[src/rtl/timekeeper_core_if.sv]
// Timekeeper control/status bundle.
// master drives controls, slave is the core.
interface timekeeper_core_if;
  logic       run;
  logic       mode_12h;
  logic       set_en;
  logic [1:0] set_field;
  logic       inc;
  logic       dec;
  logic       alarm_en;
  logic [4:0] alarm_hour;
  logic [5:0] alarm_minute;
  logic       alarm_ack;
  logic [4:0] hour;
  logic [5:0] minute;
  logic [5:0] second;
  logic [4:0] disp_hour;
  logic       pm;
  logic       sec_tick;
  logic       alarm_pulse;
  logic       alarm_active;

  modport master (
    output run, mode_12h, set_en, set_field,
    output inc, dec, alarm_en, alarm_hour,
    output alarm_minute, alarm_ack,
    input  hour, minute, second, disp_hour,
    input  pm, sec_tick, alarm_pulse, alarm_active
  );

  modport slave (
    input  run, mode_12h, set_en, set_field,
    input  inc, dec, alarm_en, alarm_hour,
    input  alarm_minute, alarm_ack,
    output hour, minute, second, disp_hour,
    output pm, sec_tick, alarm_pulse, alarm_active
  );
endinterface

[src/rtl/timekeeper_core.sv]
// Time-of-day counter with set mode, 12/24h
// display and a minute-resolution alarm.
module timekeeper_core #(
  parameter int unsigned TICKS_PER_SEC = 65536,
  parameter int unsigned PRESC_W       = 16
) (
  input logic              clock,
  input logic              reset,
  timekeeper_core_if.slave tk
);
  typedef enum logic {S_RUN, S_SET} state_e;

  localparam logic [PRESC_W-1:0] LAST =
    PRESC_W'(TICKS_PER_SEC - 1);

  state_e             state_q, state_d;
  logic [PRESC_W-1:0] presc_q, presc_d;
  logic [4:0]         hour_q, hour_d;
  logic [5:0]         min_q, min_d;
  logic [5:0]         sec_q, sec_d;
  logic               tick_q, tick_d;
  logic               pulse_q, pulse_d;
  logic               active_q, active_d;

  logic       count_en, sec_evt, edit;
  logic [4:0] hr_inc, hr_dec;
  logic [5:0] min_inc, min_dec;
  logic [5:0] sec_inc, sec_dec;
  logic [4:0] disp_d;
  logic       pm_d;

  always_comb begin
    sec_inc = (sec_q == 6'd59) ? 6'd0 : sec_q + 6'd1;
    sec_dec = (sec_q == 6'd0) ? 6'd59 : sec_q - 6'd1;
    min_inc = (min_q == 6'd59) ? 6'd0 : min_q + 6'd1;
    min_dec = (min_q == 6'd0) ? 6'd59 : min_q - 6'd1;
    hr_inc  = (hour_q == 5'd23) ? 5'd0 : hour_q + 5'd1;
    hr_dec  = (hour_q == 5'd0) ? 5'd23 : hour_q - 5'd1;
  end

  always_comb begin
    state_d  = tk.set_en ? S_SET : S_RUN;
    presc_d  = presc_q;
    hour_d   = hour_q;
    min_d    = min_q;
    sec_d    = sec_q;
    tick_d   = 1'b0;
    pulse_d  = 1'b0;
    count_en = tk.run && !tk.set_en;
    // no second may complete on the SET exit edge
    sec_evt  = count_en && (state_q == S_RUN)
               && (presc_q == LAST);
    edit     = tk.set_en && (tk.inc ^ tk.dec);
    if ((state_q == S_SET) && !tk.set_en) begin
      presc_d = '0;
    end else if (count_en) begin
      presc_d = sec_evt ? '0 : presc_q + PRESC_W'(1);
    end
    if (sec_evt) begin
      tick_d = 1'b1;
      sec_d  = sec_inc;
      if (sec_q == 6'd59) begin
        min_d = min_inc;
        if (min_q == 6'd59) begin
          hour_d = hr_inc;
        end
      end
      pulse_d = tk.alarm_en && (sec_d == 6'd0)
                && (min_d == tk.alarm_minute)
                && (hour_d == tk.alarm_hour);
    end else if (edit) begin
      unique case (1'b1)
        tk.set_field == 2'd0:
          sec_d = tk.inc ? sec_inc : sec_dec;
        tk.set_field == 2'd1:
          min_d = tk.inc ? min_inc : min_dec;
        tk.set_field == 2'd2:
          hour_d = tk.inc ? hr_inc : hr_dec;
        default: ;
      endcase
    end
    // set wins over ack through the whole pulse
    if (pulse_d || pulse_q) begin
      active_d = 1'b1;
    end else if (tk.alarm_ack || !tk.alarm_en) begin
      active_d = 1'b0;
    end else begin
      active_d = active_q;
    end
  end

  always_ff @(posedge clock or negedge reset) begin
    if (!reset) begin
      state_q  <= S_RUN;
      presc_q  <= '0;
      hour_q   <= '0;
      min_q    <= '0;
      sec_q    <= '0;
      tick_q   <= 1'b0;
      pulse_q  <= 1'b0;
      active_q <= 1'b0;
    end else begin
      state_q  <= state_d;
      presc_q  <= presc_d;
      hour_q   <= hour_d;
      min_q    <= min_d;
      sec_q    <= sec_d;
      tick_q   <= tick_d;
      pulse_q  <= pulse_d;
      active_q <= active_d;
    end
  end

  always_comb begin
    disp_d = hour_q;
    pm_d   = 1'b0;
    if (tk.mode_12h) begin
      pm_d = (hour_q >= 5'd12);
      if ((hour_q == 5'd0) || (hour_q == 5'd12)) begin
        disp_d = 5'd12;
      end else if (hour_q > 5'd12) begin
        disp_d = hour_q - 5'd12;
      end
    end
  end

  assign tk.hour         = hour_q;
  assign tk.minute       = min_q;
  assign tk.second       = sec_q;
  assign tk.disp_hour    = disp_d;
  assign tk.pm           = pm_d;
  assign tk.sec_tick     = tick_q;
  assign tk.alarm_pulse  = pulse_q;
  assign tk.alarm_active = active_q;
endmodule

[src/flat_wrapper.sv]
// flat-port wrapper written by rule: the top's interface ports become plain ports
module timekeeper_core_flat 
#(
  parameter int unsigned TICKS_PER_SEC = 65536,
  parameter int unsigned PRESC_W       = 16
)
  (clock, reset, tk_run, tk_mode_12h, tk_set_en, tk_set_field, tk_inc, tk_dec, tk_alarm_en, tk_alarm_hour, tk_alarm_minute, tk_alarm_ack, tk_hour, tk_minute, tk_second, tk_disp_hour, tk_pm, tk_sec_tick, tk_alarm_pulse, tk_alarm_active);
  timekeeper_core_if tk_i ();
  input logic clock;
  input logic reset;
  input wire logic [$bits(tk_i.run)-1:0] tk_run;
  input wire logic [$bits(tk_i.mode_12h)-1:0] tk_mode_12h;
  input wire logic [$bits(tk_i.set_en)-1:0] tk_set_en;
  input wire logic [$bits(tk_i.set_field)-1:0] tk_set_field;
  input wire logic [$bits(tk_i.inc)-1:0] tk_inc;
  input wire logic [$bits(tk_i.dec)-1:0] tk_dec;
  input wire logic [$bits(tk_i.alarm_en)-1:0] tk_alarm_en;
  input wire logic [$bits(tk_i.alarm_hour)-1:0] tk_alarm_hour;
  input wire logic [$bits(tk_i.alarm_minute)-1:0] tk_alarm_minute;
  input wire logic [$bits(tk_i.alarm_ack)-1:0] tk_alarm_ack;
  output wire logic [$bits(tk_i.hour)-1:0] tk_hour;
  output wire logic [$bits(tk_i.minute)-1:0] tk_minute;
  output wire logic [$bits(tk_i.second)-1:0] tk_second;
  output wire logic [$bits(tk_i.disp_hour)-1:0] tk_disp_hour;
  output wire logic [$bits(tk_i.pm)-1:0] tk_pm;
  output wire logic [$bits(tk_i.sec_tick)-1:0] tk_sec_tick;
  output wire logic [$bits(tk_i.alarm_pulse)-1:0] tk_alarm_pulse;
  output wire logic [$bits(tk_i.alarm_active)-1:0] tk_alarm_active;
  assign tk_i.run = tk_run;
  assign tk_i.mode_12h = tk_mode_12h;
  assign tk_i.set_en = tk_set_en;
  assign tk_i.set_field = tk_set_field;
  assign tk_i.inc = tk_inc;
  assign tk_i.dec = tk_dec;
  assign tk_i.alarm_en = tk_alarm_en;
  assign tk_i.alarm_hour = tk_alarm_hour;
  assign tk_i.alarm_minute = tk_alarm_minute;
  assign tk_i.alarm_ack = tk_alarm_ack;
  assign tk_hour = tk_i.hour;
  assign tk_minute = tk_i.minute;
  assign tk_second = tk_i.second;
  assign tk_disp_hour = tk_i.disp_hour;
  assign tk_pm = tk_i.pm;
  assign tk_sec_tick = tk_i.sec_tick;
  assign tk_alarm_pulse = tk_i.alarm_pulse;
  assign tk_alarm_active = tk_i.alarm_active;
  timekeeper_core #(.TICKS_PER_SEC(TICKS_PER_SEC), .PRESC_W(PRESC_W)) u_core (.clock(clock), .reset(reset), .tk(tk_i));
endmodule
[config.mk]
export PLATFORM = sky130hd
export DESIGN_NAME = timekeeper_core_flat
export DESIGN_NICKNAME = d
export VERILOG_FILES = /design/src/rtl/timekeeper_core_if.sv /design/src/rtl/timekeeper_core.sv /design/src/flat_wrapper.sv
export SDC_FILE = /design/constraint.sdc
export NUM_CORES = 1
export LEC_CHECK = 0
export CAP_MARGIN = 10
export CORE_MARGIN = 3
export CORE_UTILIZATION = 60
export DETAILED_ROUTE_END_ITERATION = 8
export HOLD_SLACK_MARGIN = 0.12
export PLACE_DENSITY_LB_ADDON = 0.1
export SLEW_MARGIN = 20
export SYNTH_ARGS = -nofsm -noshare
export SYNTH_HDL_FRONTEND = slang
export SYNTH_SLANG_ARGS = --single-unit
[constraint.sdc]
create_clock -name clock -period 6.7 [get_ports clock]
set_input_delay 1.005 -clock clock [delete_from_list [all_inputs] [get_ports clock]]
set_output_delay 1.005 -clock clock [all_outputs]
set_load 0.01 [all_outputs]
# Yosys cells after proc, flatten, opt, wreduce, memory -nomap -nowiden
# Index checks and enable logic that the tools add are counted.
# Widths: inputs -> output; s select.
[word_totals] register_bits=37 out_inout_bits=26
[classes] addsub=8 n_mux=35 order_cmp=2 n_reduce_logical=27 n_bitwise=2 eq_ne=9
[op_table] operator="$mux 6" count=14
[op_table] operator="$mux 5" count=12
[op_table] operator="$mux 16" count=3
[op_table] operator="$logic_not 6->1" count=3
[op_table] operator="$add 16x1->16 const B" count=1
[op_table] operator="$eq 16x16->1 const B" count=1
[op_table] operator="$add 6x1->6 const B" count=2
[op_table] operator="$eq 6x6->1 const B" count=2
[op_table] operator="$reduce_bool 2->1" count=6
[op_table] operator="$sub 6x1->6 const B" count=2
[op_table] operator="$logic_and 1x1->1" count=8
[op_table] operator="$eq 6x6->1" count=1
[op_table] operator="$mux 1" count=6
[op_table] operator="$reduce_and 2->1" count=3
[op_table] operator="$add 5x1->5 const B" count=1
[op_table] operator="$eq 5x4->1 const B" count=1
[op_table] operator="$eq 5x5->1" count=1
[op_table] operator="$eq 5x5->1 const B" count=1
[op_table] operator="$ge 5x4->1 const B" count=1
[op_table] operator="$gt 5x4->1 const B" count=1
[op_table] operator="$logic_not 5->1" count=1
[op_table] operator="$sub 5x1->5 const B" count=1
[op_table] operator="$sub 5x4->5 const B" count=1
[op_table] operator="$logic_or 1x1->1" count=3
[op_table] operator="other kinds (6)" count=7

# Logic depth before layout (Yosys ltp)
# Gate-level depths: netlist (run 1).
[logic_depth] ltp_word=11 depth_mapped=10 mapped_depth_nobuf=9

# Worst setup path before layout (run 1)
# No wires, ideal clock.
[synth_path] path_kind="input-to-reg" startpoint="input tk_set_en" endpoint="register u_core.hour_q[0], in the netlist u_core.tk.hour[0]" t_required_ns=6.574 path_slack_ns=3.988 t_arrival_ns=2.586 setup_ns=0.126 path_stages=9 path_cell_list="nor3b_2 nand4_1 or3_1 buf_2 inv_2 buf_4 nor2_1 a21o_1 a221o_1"
[synth_between] elab_chain_len=6
[synth_rtl] item="start: declaration" line="flat_wrapper.sv:13" rtl="input wire logic [$bits(tk_i.set_en)-1:0] tk_set_en;"
[synth_rtl] item="$logic_not 1->1 *" line="timekeeper_core.sv:49" rtl="count_en = tk.run && !tk.set_en;"
[synth_rtl] item="$logic_and 1x1->1 *" line="timekeeper_core.sv:49"
[synth_rtl] item="$logic_and 1x1->1 *" line="timekeeper_core.sv:51" rtl="sec_evt = count_en && (state_q == S_RUN)"
[synth_rtl] item="$logic_and 1x1->1 *" line="timekeeper_core.sv:52" rtl="&& (presc_q == LAST);"
[synth_rtl] item="via u_core.sec_evt" line="timekeeper_core.sv:25" rtl="logic count_en, sec_evt, edit;"
[synth_rtl] item="$reduce_bool 2->1 (no source line)"
[synth_rtl] item="$reduce_and 2->1 (no source line)"
[synth_rtl] item="end signal: assignment" line="timekeeper_core.sv:105" rtl="hour_q <= hour_d;"
[synth_rtl] item="end: declaration" line="timekeeper_core.sv:18" rtl="logic [4:0] hour_q, hour_d;"
# Mark *: on every way through the listed nets, which the timed path passes. The rest lies on a longest branch.
# A chain may end at the register's enable or synchronous reset.

# Worst setup path in the final report (run 1)
[layout_path] startpoint="input tk_mode_12h" endpoint="output tk_disp_hour[4]"
[layout_between] elab_chain_len=1
[layout_rtl] item="start: declaration" line="flat_wrapper.sv:12" rtl="input wire logic [$bits(tk_i.mode_12h)-1:0] tk_mode_12h;"
[layout_rtl] item="$mux 5" line="timekeeper_core.sv:117" rtl="if (tk.mode_12h) begin"
[layout_rtl] item="end: declaration" line="flat_wrapper.sv:24" rtl="output wire logic [$bits(tk_i.disp_hour)-1:0] tk_disp_hour;"
# Every way passes these cells.

==> results of run 1 <==
## registers in the layout, summed over array words and instances (netlist names)
name,cells
u_core.tk.second,6
u_core.tk.alarm_active,1
u_core.tk.hour,5
u_core.presc_q,16
u_core.tk.alarm_pulse,1
u_core.tk.sec_tick,1
u_core.tk.minute,6
u_core.state_q,1
## cell families after synthesis
| family | Yosys count | share of synthesized area [%] |
|---|---|---|
| xor gates and xnor gates | 19 | 5.10 |
| muxes | 7 | 2.22 |
| AOI/OAI and AO/OA | 141 | 28.6 |
| and+or+nand+nor | 163 | 25.0 |
| DFF | 37 | 28.4 |
| adders and majority gates | 13 | 4.98 |
| buffers and inverters | 43 | 5.83 |
## Yosys cell counts, drive strengths merged, types with 8 or more instances
cell type	number	area [um2]
ha	13	163
nand2	52	195
xnor2	11	96.3
nor2	35	131
xor2	8	70.1
inv	18	67.6
dfrtp	37	926
o21ai	51	259
buf	8	58.8
and3	9	56.3
nand3	14	70.1
a21oi	21	105
nor3	14	70.1
clkbuf	16	60.1
## per-layer routing
| layer | vias to the layer above | GRT usage, % | share of wire [%] |
|---|---|---|---|
| li1 | 1624 | - | - |
| met1 | 1614 | 40.1 | 42 |
| met2 | 203 | 45.9 | 46 |
| met3 | 23 | 3.39 | 9.4 |
| met4 | 0 | 10.6 | 2.5 |
| met5 | - | 0 | 0 |
## final timing paths
check | startpoint | end | depth (start not counted) | slack (ps)
max | tk_mode_12h | tk_disp_hour[4] | 5 | 3110
min | u_core.presc_q[15]$_DFFE_PN0P_ | u_core.presc_q[15]$_DFFE_PN0P_ | 1 | 500
max reg2reg | u_core.tk.minute[0]$_DFFE_PN0P_ | u_core.tk.alarm_active$_DFFE_PN0P_ | 8 | 3410
min reg2reg | u_core.presc_q[15]$_DFFE_PN0P_ | u_core.presc_q[15]$_DFFE_PN0P_ | 1 | 500
max in group asynchronous | reset | u_core.tk.minute[4]$_DFFE_PN0P_ | 1 | 5380
min in group asynchronous | reset | u_core.tk.hour[4]$_DFFE_PN0P_ | 1 | 800
## metrics by stage
step                power [mW]  utilization [%]
floorplan                0.901                -
global placement          1.15             71.5
detailed placement        1.16             71.5
CTS                       1.33             73.2
global route              1.44             73.2
finish                    1.34             73.2
## report_power, final
| part | internal (mW) | total [mW] | leakage, nW | switching, mW |
|---|---|---|---|---|
| sequential | 0.272 | 0.451 | 0.484 | 0.179 |
| clock | 0.0737 | 0.159 | 0.0445 | 0.0857 |
| combinational | 0.362 | 0.729 | 0.969 | 0.367 |
## cell type report
| class | instances | area share, % |
|---|---|---|
| Clock buffer | 5 | 1.82 |
| Sequential cell | 37 | 24.4 |
| Clock inverter | 3 | 0.561 |
| Multi-Input combinational cell | 343 | 56.7 |
| Tap cell | 70 | 2.31 |
| Inverter | 19 | 1.88 |
| Timing Repair Buffer | 47 | 12.3 |
==> metrics.txt, run 1 <==
clock skew=4.36 ps; Fmax=279 MHz; total global-route track usage=28.8%; minimum clock period after layout=approximately 3600 ps; initial antenna violation count=0; Final period util=53.5%; RSZ-0062 raised after global routing=no; # DRC=0; CP most frequent cell=clkdlybuf4s50_1; FFs w/ async S/R, synth=100%; Clock Tree Buf Depth=2; Clk Tree Root Cell=clkbuf_8; Num CTS Buffers=5; Initial Util=63.1%; CP required=5690 ps; total grt overflow=0; Slowest-stage cell, CP=clkdlybuf4s50_1; Worst Tran Pin Value=about 880 ps; register area share after synthesis=between 20 and 30%; static leakage=~1.5 nW; cell chain of the critical path=clkdlybuf4s50_1, nor2b_1, nand4_1, mux2i_1, clkdlybuf4s50_1; Row Count=26; CP Capture Type=output pin; Main synth FF type=dfrtp_1; 1st-pass router iterations=5; HPWL Detailed=~6300 um; multi-input logic area=roughly 2100 um2; CORE AREA=between 5000 and 6000 um2; antenna cells=0; Setup WS post-layout=3110 ps; worst slack, placed=between 3000 and 4000 ps; Ys Warns=0; Post-synth EDFFs=0; Worst-path clk slew=80 ps; most frequent cells in the layout=nand2_1, o21ai_0, clkdlybuf4s50_1; Iteration-0 DRC Markers=403; vias in the first global route=3053; post-CTS sizing=0; family with the most delay on the worst path=buffers and inverters; Cells after Synth=423; IO Pins=48; Routed Antenna Nets=0; DR vias=~3500; Syn-to-layout area delta=16.1%; CP peak stage delay=560 ps; max-slew headroom at the worst pin=41.0%; # fillers=422; Routed WL per cell=16.8 um; pin count of the biggest net entering global routing=38; Nets=about 500; Final setup viols=0; Vias/cell=6.61; TritonCTS clock tree=done; Yosys reg bits=37; Critical Path AT=2580 ps; number of library cell types mapped by synthesis=69; syn avg cell area=7.72 um2; setup TNS=0 ps; Port Buffers=47; CP startpoint kind=input pin; share of post-route cells with drive strength above 1=5.07%; maximum VDD drop=0.245 mV; worst hold slack=504 ps; critical path peak fanout=7; syn nets=458; synthesized area=3260 um2; final instance area=3790 um2; final RePlAce weighted congestion=about 0.96; Clock Latency Late Sink=300 ps; cts hold-fix bufs=0; die area=6360 um2; Sink Count=37; outcome=complete, no violations; most common cell after layout, fill and taps aside=nand2_1; Finished Layout Cells=524; Slew Viols, Final=0; Storage cell area=a little over 900 um2; H-Tree Depth=2; max cap viols=0; die height=79.8 um; P per Cell Area=353 nW/um2; Setup Buffers After CTS=0; Min-Delay Path Class=register to register; placed inst area=3700 um2; first-pass GRT wire length=approximately 15000 um; placed cells=516; Crit Path Class=input pin to output pin; endpoints failing hold=0; Total Wirelength=about 8800 um; Die X=79.8 um; CP bufs+invs=2
Note: power is estimated with default switching activity, not from simulation.
==> run 2, diff against run 1 <==
--- a/config.mk
+++ b/config.mk
@@ -7,7 +7,7 @@
 export LEC_CHECK = 0
 export CAP_MARGIN = 10
 export CORE_MARGIN = 3
-export CORE_UTILIZATION = 60
+export CORE_UTILIZATION = 50
 export DETAILED_ROUTE_END_ITERATION = 8
 export HOLD_SLACK_MARGIN = 0.12
 export PLACE_DENSITY_LB_ADDON = 0.1
==> constraint.sdc (replaced) <==
create_clock -name clock -period 2.9 [get_ports clock]
set_input_delay 0.435 -clock clock [delete_from_list [all_inputs] [get_ports clock]]
set_output_delay 0.435 -clock clock [all_outputs]
set_load 0.01 [all_outputs]
==> run 2 against run 1 <==
  * Setup slack worse by 3000 ps
  * Sequential power up 66%
  * Die area up 18%
  * Critical path depth up 2
==> metrics.txt, run 2 (synthesis results as in run 1) <==
Sink Count=37 (unchanged); Min-Delay Path Class=input pin to async pin; total grt overflow=0 (unchanged); Slew Viols, Final=0 (unchanged); Initial Util=53.2% (-9.9 points); total global-route track usage=26.1% (-2.7 points); max cap viols=0 (unchanged); FF-to-FF Start=u_core.tk.hour[0]$_DFFE_PN0P_; share of post-route cells with drive strength above 1=12.2% (+7.1 points); CP Capture Type=output pin; outcome=complete, no violations; Worst-path clk slew=80 ps (about the same); # DRC=0 (unchanged); Total Wirelength=9490 um (+8.0%); maximum VDD drop=0.583 mV (+140%); Vias/cell=6.25 (-5.4%); antenna cells=0 (unchanged); Routed WL per cell=16.9 um (+1.0%); Row Count=28 (+7.7%); die height=86.8 um (+8.8%); clock skew=6.27 ps (+1.91 ps); CP required=2470 ps (-3220 ps); HPWL Detailed=6980 um (+10%); Nets=519 (+6.4%); CP startpoint kind=register; 1st-pass router iterations=5 (unchanged); Routed Antenna Nets=0 (unchanged); Iteration-0 DRC Markers=375 (-6.9%); launch point of the critical path=u_core.tk.hour[1]$_DFFE_PN0P_; worst hold slack=226 ps (-278 ps); Port Buffers=47 (unchanged); Die X=86.8 um (+8.8%); DR vias=3501 (+1.1%); Core Util, Final=66.5% (-6.7 points); Num CTS Buffers=5 (unchanged); Clk Tree Root Cell=clkbuf_8; minimum clock period after layout=2770 ps; Fmax=between 300 and 400 MHz; pin count of the biggest net entering global routing=38 (unchanged); Clock Latency Late Sink=300 ps (about the same); Final period util=a little over nine tenths; final RePlAce weighted congestion=0.957 (about the same); H-Tree Depth=2 (unchanged); most common cell after layout, fill and taps aside=nand2_1; initial antenna violation count=0 (unchanged); Crit Path Class=register to output pin; cts hold-fix bufs=0 (unchanged); most frequent cells in the layout=nand2_1, o21ai_0, clkdlybuf4s50_1; Worst Tran Pin Value=852 ps (-30.1 ps); CORE AREA=6130 um2 (+19%); Clock Tree Buf Depth=2 (unchanged); Syn-to-layout area delta=24.9%; die area=7530 um2 (+18%); first-pass GRT wire length=15900 um (+8.7%); TritonCTS clock tree=done; Final setup viols=0 (unchanged); endpoints failing hold=0 (unchanged); max reg flops=16 (unchanged); P per Cell Area=852 nW/um2 (+140%); vias in the first global route=3294 (+7.9%); IO Pins=48 (unchanged); largest reg by FF count=u_core.presc_q; Critical Path AT=2340 ps (-240 ps); static leakage=1.67 nW (+11%); max-slew headroom at the worst pin=43.2% (+2.1 points); critical path peak fanout=7 (unchanged)
-- run 2: area by class of cell --
cell class	count	area, um2
timing repair buffer	78	698
fill	537	2050
sequential	37	930
clock buffer	5	68.8
tap	75	93.8
inverter	19	71.3
multi-input combinational	343	2150
clock inverter	3	65.1
-- run 2: final timing paths --
kind	end	slack, ps	depth (start not counted)
max	tk_disp_hour[3]	130	7
min reg2reg	u_core.presc_q[8]$_DFFE_PN0P_	510	1
min	u_core.presc_q[4]$_DFFE_PN0P_	230	1
max in group asynchronous	u_core.tk.hour[1]$_DFFE_PN0P_	2090	1
min in group clock	u_core.presc_q[8]$_DFFE_PN0P_	510	1
max reg2reg	u_core.tk.alarm_active$_DFFE_PN0P_	260	8
-- run 2: worst max-delay path, stage by stage (launching register included) --
cell	delay [ps]
dfrtp_2	470
inv_1	140
ha_1	220
nor2b_2	220
o21a_1	200
o21ai_0	90
a21oi_1	160
clkdlybuf4s50_1	550
-- run 2: timing repair --
action	in CTS	in global routing
gates cloned	0	0
setup endpoints to repair	1	3
setup buffers	0	1
resized for setup	1	4
-- run 2: where the power goes --
group / internal (mW) / switching [mW] / leakage (nW)
clock network: 0.342 / 0.199 / 0.0681
registers: 0.637 / 0.111 / 0.480
logic: 0.995 / 1.19 / 1.12
total: 1.97 / 1.50 / 1.67
-- run 2: layer usage --
layer	track usage (%)	up-vias	wire length [um]
li1	-	1685	-
met1	37.6	1623	4210
met2	41.1	175	4410
met3	3.04	18	689
met4	7.51	0	178
met5	0	-	0
-- run 2: per-stage QoR --
| stage | cell area, um2 | setup slack, ps | setup TNS [ps] | cells | total power [mW] |
|---|---|---|---|---|---|
| 3_5_place_dp | 3930 | 106 | 0 | 551 | 2.88 |
| 4_1_cts | 4070 | 42.0 | 0 | 559 | 3.42 |
| 5_1_grt | 4080 | -18.2 | -18.2 | 560 | 3.73 |
| 3_3_place_gp | 3930 | 212 | 0 | 551 | 2.85 |
| 2_1_floorplan | 3260 | 267 | 0 | 423 | 2.08 |
| 6_report | 4080 | 125 | 0 | 560 | 3.48 |
==> run 3, diff against run 2 <==
--- a/config.mk
+++ b/config.mk
@@ -7,8 +7,9 @@
 export LEC_CHECK = 0
 export CAP_MARGIN = 10
 export CORE_MARGIN = 3
-export CORE_UTILIZATION = 50
+export CORE_UTILIZATION = 58
 export DETAILED_ROUTE_END_ITERATION = 8
+export DONT_BUFFER_PORTS = 1
 export HOLD_SLACK_MARGIN = 0.12
 export PLACE_DENSITY_LB_ADDON = 0.1
 export SLEW_MARGIN = 20
==> constraint.sdc (replaced) <==
create_clock -name clock -period 2.9 [get_ports clock]
set_input_delay 0.58 -clock clock [delete_from_list [all_inputs] [get_ports clock]]
set_output_delay 0.58 -clock clock [all_outputs]
set_load 0.01 [all_outputs]
==> run 3 against run 2 <==
  * Cell count decreased by 11%
  * Setup slack got worse by 46 ps
  * Non-clock buffer count decreased by 55
  * Critical path depth unchanged
  * Clock-buffer cell count unchanged
  * Via count decreased by 3.6%
  * Critical path type unchanged
  * Cell area decreased by 14%
==> metrics.txt, run 3 (synthesis results as in run 1) <==
Final period util=97.3% (+1.6 points); placed inst area=3390 um2 (-14%); endpoints failing hold=0 (unchanged); FF-to-FF Start=u_core.tk.hour[0]$_DFFE_PN0P_; P_int=1.52 mW (-23%); Clock Latency Late Sink=300 ps (about the same); Syn-to-layout area delta=7.59%; initial antenna violation count=0 (unchanged); DR vias=3374 (-3.6%); Hold Path Origin=tk_set_en; Port Buffers=0 (-100%); Routed WL per cell=18.3 um (+7.9%); total grt overflow=0 (unchanged); RSZ-0062 raised after global routing=no; die height=81.0 um (-6.7%); Iteration-0 DRC Markers=266 (-29%); most frequent cells in the layout=nand2_1, o21ai_0, dfrtp_1; launch point of the critical path=u_core.tk.hour[0]$_DFFE_PN0P_; CP Capture Type=output pin; Nets=464 (-11%); Clock power frac=12.6% (-3.0 points); max-slew headroom at the worst pin=39.7% (-3.5 points); 1st-pass router iterations=5 (unchanged); CP startpoint kind=register; HPWL Detailed=6680 um (-4.4%); final RePlAce weighted congestion=1.05 (+9.8%); final instance area=3510 um2 (-14%); TritonCTS clock tree=done; most common cell after layout, fill and taps aside=nand2_1; Sink Count=37 (unchanged); clock skew=13.2 ps (+6.96 ps); CORE AREA=5270 um2 (-14%); # DRC=0 (unchanged); Num CTS Buffers=5 (unchanged); Row Count=26 (-7.1%); Min-Delay Path Class=input pin to register; Critical Path AT=2240 ps (-100 ps); Final Power=2.98 mW (-14%); IO Pins=48 (unchanged); Comb pwr share=63.1% (+0.2 points); P per Cell Area=850 nW/um2 (-0.32%); static leakage=1.44 nW (-14%); Clock Tree Buf Depth=2 (unchanged); Vias/cell=6.75 (+7.9%); Routed Antenna Nets=0 (unchanged); total global-route track usage=28.6% (+2.6 points); critical path peak fanout=5 (-2); max cap viols=0 (unchanged); Initial Util=61.9% (+8.7 points); setup TNS=0 ps (unchanged); Fmax=355 MHz (-1.6%); pin count of the biggest net entering global routing=38 (unchanged); Core Util, Final=66.6% (+0.13 points); H-Tree Depth=2 (unchanged); first-pass GRT wire length=14700 um (-7.8%); max reg flops=16 (unchanged); minimum clock period after layout=2820 ps (+45.9 ps); largest reg by FF count=u_core.presc_q; CP required=2320 ps (-150 ps); Total Wirelength=9150 um (-3.6%); antenna cells=0 (unchanged); net switching share of the total power=49.1% (+5.8 points); Net Sw Power=1.46 mW (-2.5%); die area=6560 um2 (-13%); vias in the first global route=3009 (-8.7%); Crit Path Class=register to output pin; share of post-route cells with drive strength above 1=10.2% (-1.9 points); Die X=81.0 um (-6.7%); Clk Tree Root Cell=clkbuf_8; Worst-path clk slew=90 ps (about the same); maximum VDD drop=0.507 mV (-13%); Seq pwr share=24.3% (+2.8 points); Worst Tran Pin Value=903 ps (+50.6 ps); Slew Viols, Final=0 (unchanged); outcome=complete, no violations; Final setup viols=0 (unchanged)
run 3: changes by cell type in the layout (fill, tap and decap cells not counted), moves of 2 or more:
cell,delta
bufinv_16,-2
dfrtp_2,-3
clkdlybuf4s50_1,-46
buf_4,-10
clkinv_4,+2
dfrtp_1,+3
run 3: layout make-up:
cell class	count	area (um2)
fillers	475	1760
flip-flops and latches	37	926
clock inverters	3	22.5
clock buffers	5	68.8
multi-input cells	343	2150
well taps	70	87.6
inverters	19	71.3
repair buffers	23	188
run 3: power groups by stage:
stage,Clock [mW],Combinational [mW],Sequential (mW)
5_1_grt,0.400,2.06,0.740
6_report,0.377,1.88,0.724
3_3_place_gp,0,1.80,0.728
2_1_floorplan,0,1.24,0.840
3_5_place_dp,0,1.82,0.731
4_1_cts,0.381,1.85,0.720
run 3: path summary, 6_finish.rpt:
kind | endpoint | slack [ps] | depth (start not counted)
worst min register to register | u_core.presc_q[15]$_DFFE_PN0P_ | 520 | 1
worst max-delay path | tk_disp_hour[3] | 80 | 7
max in group asynchronous | u_core.tk.minute[1]$_DFFE_PN0P_ | 1970 | 2
min in group asynchronous | u_core.tk.hour[3]$_DFFE_PN0P_ | 720 | 2
worst min-delay path | u_core.state_q$_DFF_PN0_ | 310 | 0
worst max register to register | u_core.tk.alarm_active$_DFFE_PN0P_ | 290 | 7
run 3: repair_timing:
item / CTS / global route
setup endpoints to repair: 0 / 1
resized for setup: 0 / 1
endpoints found under the hold margin: 37 / 0
hold buffers: 2 / 0
buffers inserted: 0 / 0
run 3: worst max-delay path, cell delays in order (launching register included):
cell and delay, ps:
dfrtp_1 440, buf_4 190, inv_1 170, ha_1 250, nor2b_1 230, o21a_1 260
o21ai_0 120, a21oi_1 280
run 3: per-stage QoR:
stage | setup WS (ps) | cells | hold slack, ps
finish | 79.1 | 500 | 308
global route | 33.1 | 500 | 294
CTS | 144 | 500 | 298
detailed placement | 361 | 490 | 286
global placement | 464 | 490 | 286
floorplan | 267 | 423 | 284
run 3: metal layers:
layer,GRT usage [%],vias up,wire (um)
met5,0,-,0
met4,8.78,0,99
met3,7.54,12,969
met2,44.8,184,4140
met1,38.8,1599,3940
li1,-,1579,-
==> RTL edit 1: new RTL, config.mk and constraints of run 3 <==
`TICKS_PER_SEC` is set to 65536 in 2 places; all go to 49152.
--- a/src/rtl/timekeeper_core.sv
+++ b/src/rtl/timekeeper_core.sv
@@ -2,5 +2,5 @@
 // display and a minute-resolution alarm.
 module timekeeper_core #(
-  parameter int unsigned TICKS_PER_SEC = 65536,
+  parameter int unsigned TICKS_PER_SEC = 49152,
   parameter int unsigned PRESC_W       = 16
 ) (
--- a/src/flat_wrapper.sv
+++ b/src/flat_wrapper.sv
@@ -2,5 +2,5 @@
 module timekeeper_core_flat 
 #(
-  parameter int unsigned TICKS_PER_SEC = 65536,
+  parameter int unsigned TICKS_PER_SEC = 49152,
   parameter int unsigned PRESC_W       = 16
 )
Function: same outputs for any inputs over 10 cycles, from zero or initial values and one cycle with reset low; that may be too few to reach the edited logic, so the function may still have changed.
==> RTL edit 1 against run 3 <==
Synthesized area shrank 1.6%; total power shrank 11%; combinational power shrank 27%; routed wire length shrank 3.9%; sequential cell count is the same; worst setup slack gained 0.021 ns; register-to-register slack lost 0.19 ns; die area shrank 1.5%; cell area shrank 0.86%; utilization shrank 0.16 points; sequential share of layout area grew 0.23 points.
==> RTL edit 1: results (changes against run 3) <==
[critical_path]
r2r_cells = 9  ; +2
cp_max_fo = 8  ; +3
cpLargestDelayFamily = simple AND/OR/NAND/NOR gates
path_class = reg2reg
startpoint_type = flop
r2r_start = u_core.tk.second[0]

[global_route]
grt_pass1_wl_um = 14500  ; -1.0%
grt_pass1_vias = 2988  ; -0.70%
grt_use_total_pct = 28.6  ; about the same

[finish]
finalNetCount = 459  ; -1.1%
drive_gt1_share_pct = 8.24  ; -2.0 points

[logic_synthesis]
synthTopCellsByCount = nand2_1, o21ai_0, dfrtp_1
yosysSeqAreaShare_pct = 28.8  ; +0.45 points
synthTopCellsByArea = dfrtp_1, o21ai_0, nand2_1
avgSynthCellArea_um2 = 7.67  ; -0.63%
async_flop_share_pct = 100  ; unchanged
synth_compound_area_share_pct = 26.9  ; -1.7 points
syn_nets = 454  ; -0.87%
synth.distinct_cells = 58  ; -16%
synthXorXnorAreaFrac_pct = 7.09  ; +2.0 points

[routing]
wirelength_um = 8790  ; -3.9%
routedWlPerCell_um = 17.8  ; -2.9%
vias = 3195  ; -5.3%
drtIter0Drc = 300  ; +13%

[timing]
fin_skew_ns = 0.0107  ; -0.00258 ns
fmax_mhz = 357  ; +0.74%
worst_slew_pin_slew_ns = 0.778  ; -0.125 ns

[placed_design]
dpl_cell_area_mm2 = 0.00335  ; -1.3%
gp_congestion = 0.945  ; -10%
hpwlAfterDp_um = 6360  ; -4.7%

[clock_network]
clk_pin_slew_ns = 0.07  ; -0.02 ns

[power_and_ir_drop]
internal_power_mw = 1.38  ; -9.5%
p_leak_nw = 1.41  ; -1.8%
ir_drop_mv = 0.529  ; +4.4%

[run_status]
run_status = complete, no violations

-- RTL edit 1: cell count changes in the layout (fill, tap and decap cells not counted), moves of 3 or more --
cell / run 3 / this run
xnor2_1: 11 / 19
nand3_1: 14 / 21
a211oi_1: 1 / 5
a21oi_1: 21 / 25
a221o_1: 6 / 2
nor2_1: 35 / 31
a2111oi_0: 3 / 0
a311oi_1: 4 / 1
and2_1: 2 / 5
nand2b_1: 4 / 7
o21a_1: 3 / 0
-- RTL edit 1: layout make-up --
class                   instances  area (µm²)
well taps                      70        87.6
inverters                      15        56.3
multi-input cells             343        2150
fillers                       458        1760
repair buffers                 22         180
clock inverters                 1        7.51
clock buffers                   7        76.3
flip-flops and latches         37         926
-- RTL edit 1: power by group through the flow --
stage / sequential [mW] / clock [mW] / combinational [mW]
global placement: 0.901 / 0 / 1.31
floorplan: 0.811 / 0 / 1.09
CTS: 0.900 / 0.368 / 1.35
finish: 0.902 / 0.358 / 1.38
detailed placement: 0.910 / 0 / 1.33
global route: 0.937 / 0.385 / 1.54
-- RTL edit 1: layer usage --
metal	wire length [µm]	up-vias	track usage, %
li1	-	1536	-
met1	3870	1523	38.6
met2	4080	124	46.4
met3	694	12	5.49
met4	146	0	8.61
met5	0	-	0
-- RTL edit 1: how the worst min path moves through the flow --
stage / endpoint / cells past startpoint / slack, ns
global placement: u_core.tk.minute[1] / 0 / 0.29
CTS: u_core.tk.hour[3] / 1 / 0.12
detailed placement: u_core.tk.minute[4] / 0 / 0.29
global route: u_core.state_q / 0 / 0.31
finish: u_core.state_q / 0 / 0.32
floorplan: u_core.presc_q[0] / 0 / 0.28
-- RTL edit 1: what timing repair did --
item	4_1_cts	5_1_grt
endpoints found under the setup margin	0	11
hold endpoints to repair	37	1
hold buffers	1	1
gates resized for setup	0	4
==> RTL edit 2: new RTL, settings of run 3 <==
Made on the original files. Make the reset (`reset`) synchronous in one clocked block.
--- a/src/rtl/timekeeper_core.sv
+++ b/src/rtl/timekeeper_core.sv
@@ -90,5 +90,5 @@
   end
 
-  always_ff @(posedge clock or negedge reset) begin
+  always_ff @(posedge clock) begin
     if (!reset) begin
       state_q  <= S_RUN;
Formal check against the unedited RTL: differs if reset is asserted again (counterexample within 4 cycles, from zero or initial values and one cycle with reset low); with reset held inactive, the same outputs for 10 cycles.
==> RTL edit 2 against run 3 <==
Synthesized area shrank 5.7%; clock skew shrank 0.0055 ns; synthesized cell count increased by 0.47%; sequential cell count is the same; worst setup slack improved by 0.21 ns; first-iteration DRC count shrank 9.0%; routed wire length down 9.0%; fmax grew 7.8%; cell area shrank 7.8%; critical path type is now reg2reg.
Power is not compared: it rests on default switching activity, and its combinational part moved more than twofold at a synthesized area within 25%.
==> RTL edit 2: results (changes against run 3) <==
[logic_synthesis]
ys_warn_count = 0  ; unchanged
syn_nets = 460  ; +0.44%
synthTopCellsByCount = nor2_1, nand2_1, a21oi_1
synth.distinct_cells = 73  ; +5.8%
yosysSeqAreaShare_pct = 24.1  ; -4.3 points
synthTopCellsByArea = dfxtp_1, a21oi_1, nor2_1
netlist_instances = 425  ; +0.47%
async_flop_share_pct = 0  ; -100 points

[routing]
firstDrtPassIters = 8  ; +3
wirelength_um = 8330  ; -9.0%
drtIter0Drc = 242  ; -9.0%

[critical_path]
cp_max_fo = 8  ; +3
worstPathArrival_ns = 2.83  ; +0.59 ns

[finish]
drive_gt1_share_pct = 9.20  ; -1.0 points
fin_cells = 491  ; -1.8%

[run_status]
run_status = complete, no violations

[placed_design]
place_inst = 483  ; -1.4%
gp_congestion = 0.928  ; -12%
dpl_cell_area_mm2 = 0.00314  ; -7.4%
hpwlAfterDp_um = 6230  ; -6.7%

[timing]
fin_skew_ns = 0.00775  ; -0.00548 ns
max_slew_margin_pct = 54.4  ; +15 points

[global_route]
grt_use_total_pct = 27.2  ; -1.4 points
grt_pass1_vias = 2864  ; -4.8%
grt_pass1_wl_um = 13800  ; -5.5%
grt_max_degree = 25  ; -34%

[min_path]
min_path_cells = 1  ; +1

RTL edit 2: layout make-up:
type                    count  area, µm²
multi-input cells         349       2150
fillers                   470       1670
flip-flops and latches     37        741
repair buffers             13       97.6
well taps                  67       83.8
clock buffers               6       82.6
inverters                  17       63.8
clock inverters             2       13.8
RTL edit 2: logic make-up (layout without fill, tap and decap cells):
group / count (synthesis) / after routing / share of synthesized area, %
xor gates and xnor gates: 24 / 24 / 6.83
AOI/OAI and AO/OA: 122 / 122 / 25.9
DFF: 37 / 37 / 24.1
and+or+nand+nor: 190 / 190 / 32.0
adders and majority gates: 13 / 13 / 5.29
buffers and inverters: 39 / 38 / 5.90
RTL edit 2: path summary, 6_finish.rpt:
kind,slack (ns),to,start
worst min-delay path,0.40,u_core.state_q,tk_set_en
worst min register to register,0.49,u_core.presc_q[1],u_core.presc_q[1]
worst max register to register,0.28,u_core.tk.alarm_active,u_core.tk.second[0]
worst max-delay path,0.28,u_core.tk.alarm_active,u_core.tk.second[0]
RTL edit 2: layer usage:
layer	wire (µm)	track usage, %
met5	0	0
met4	91	7.73
met3	761	7.14
met2	3890	43.1
met1	3580	36.5
RTL edit 2: worst max-delay path: stages (launching register included):
cell and delay, ns:
dfxtp_1 0.52, inv_1 0.15, ha_1 0.35, nor4_2 0.36, a22oi_1 0.12, a221o_1 0.36
or4_4 0.42, o31ai_2 0.25
RTL edit 2: power by group through the flow:
stage	Sequential (mW)	Clock, mW	Combinational, mW
3_5_place_dp	0.544	0	0.158
3_3_place_gp	0.544	0	0.157
2_1_floorplan	0.539	0	0.133
6_report	0.533	0.392	0.162
4_1_cts	0.532	0.394	0.159
5_1_grt	0.534	0.418	0.181
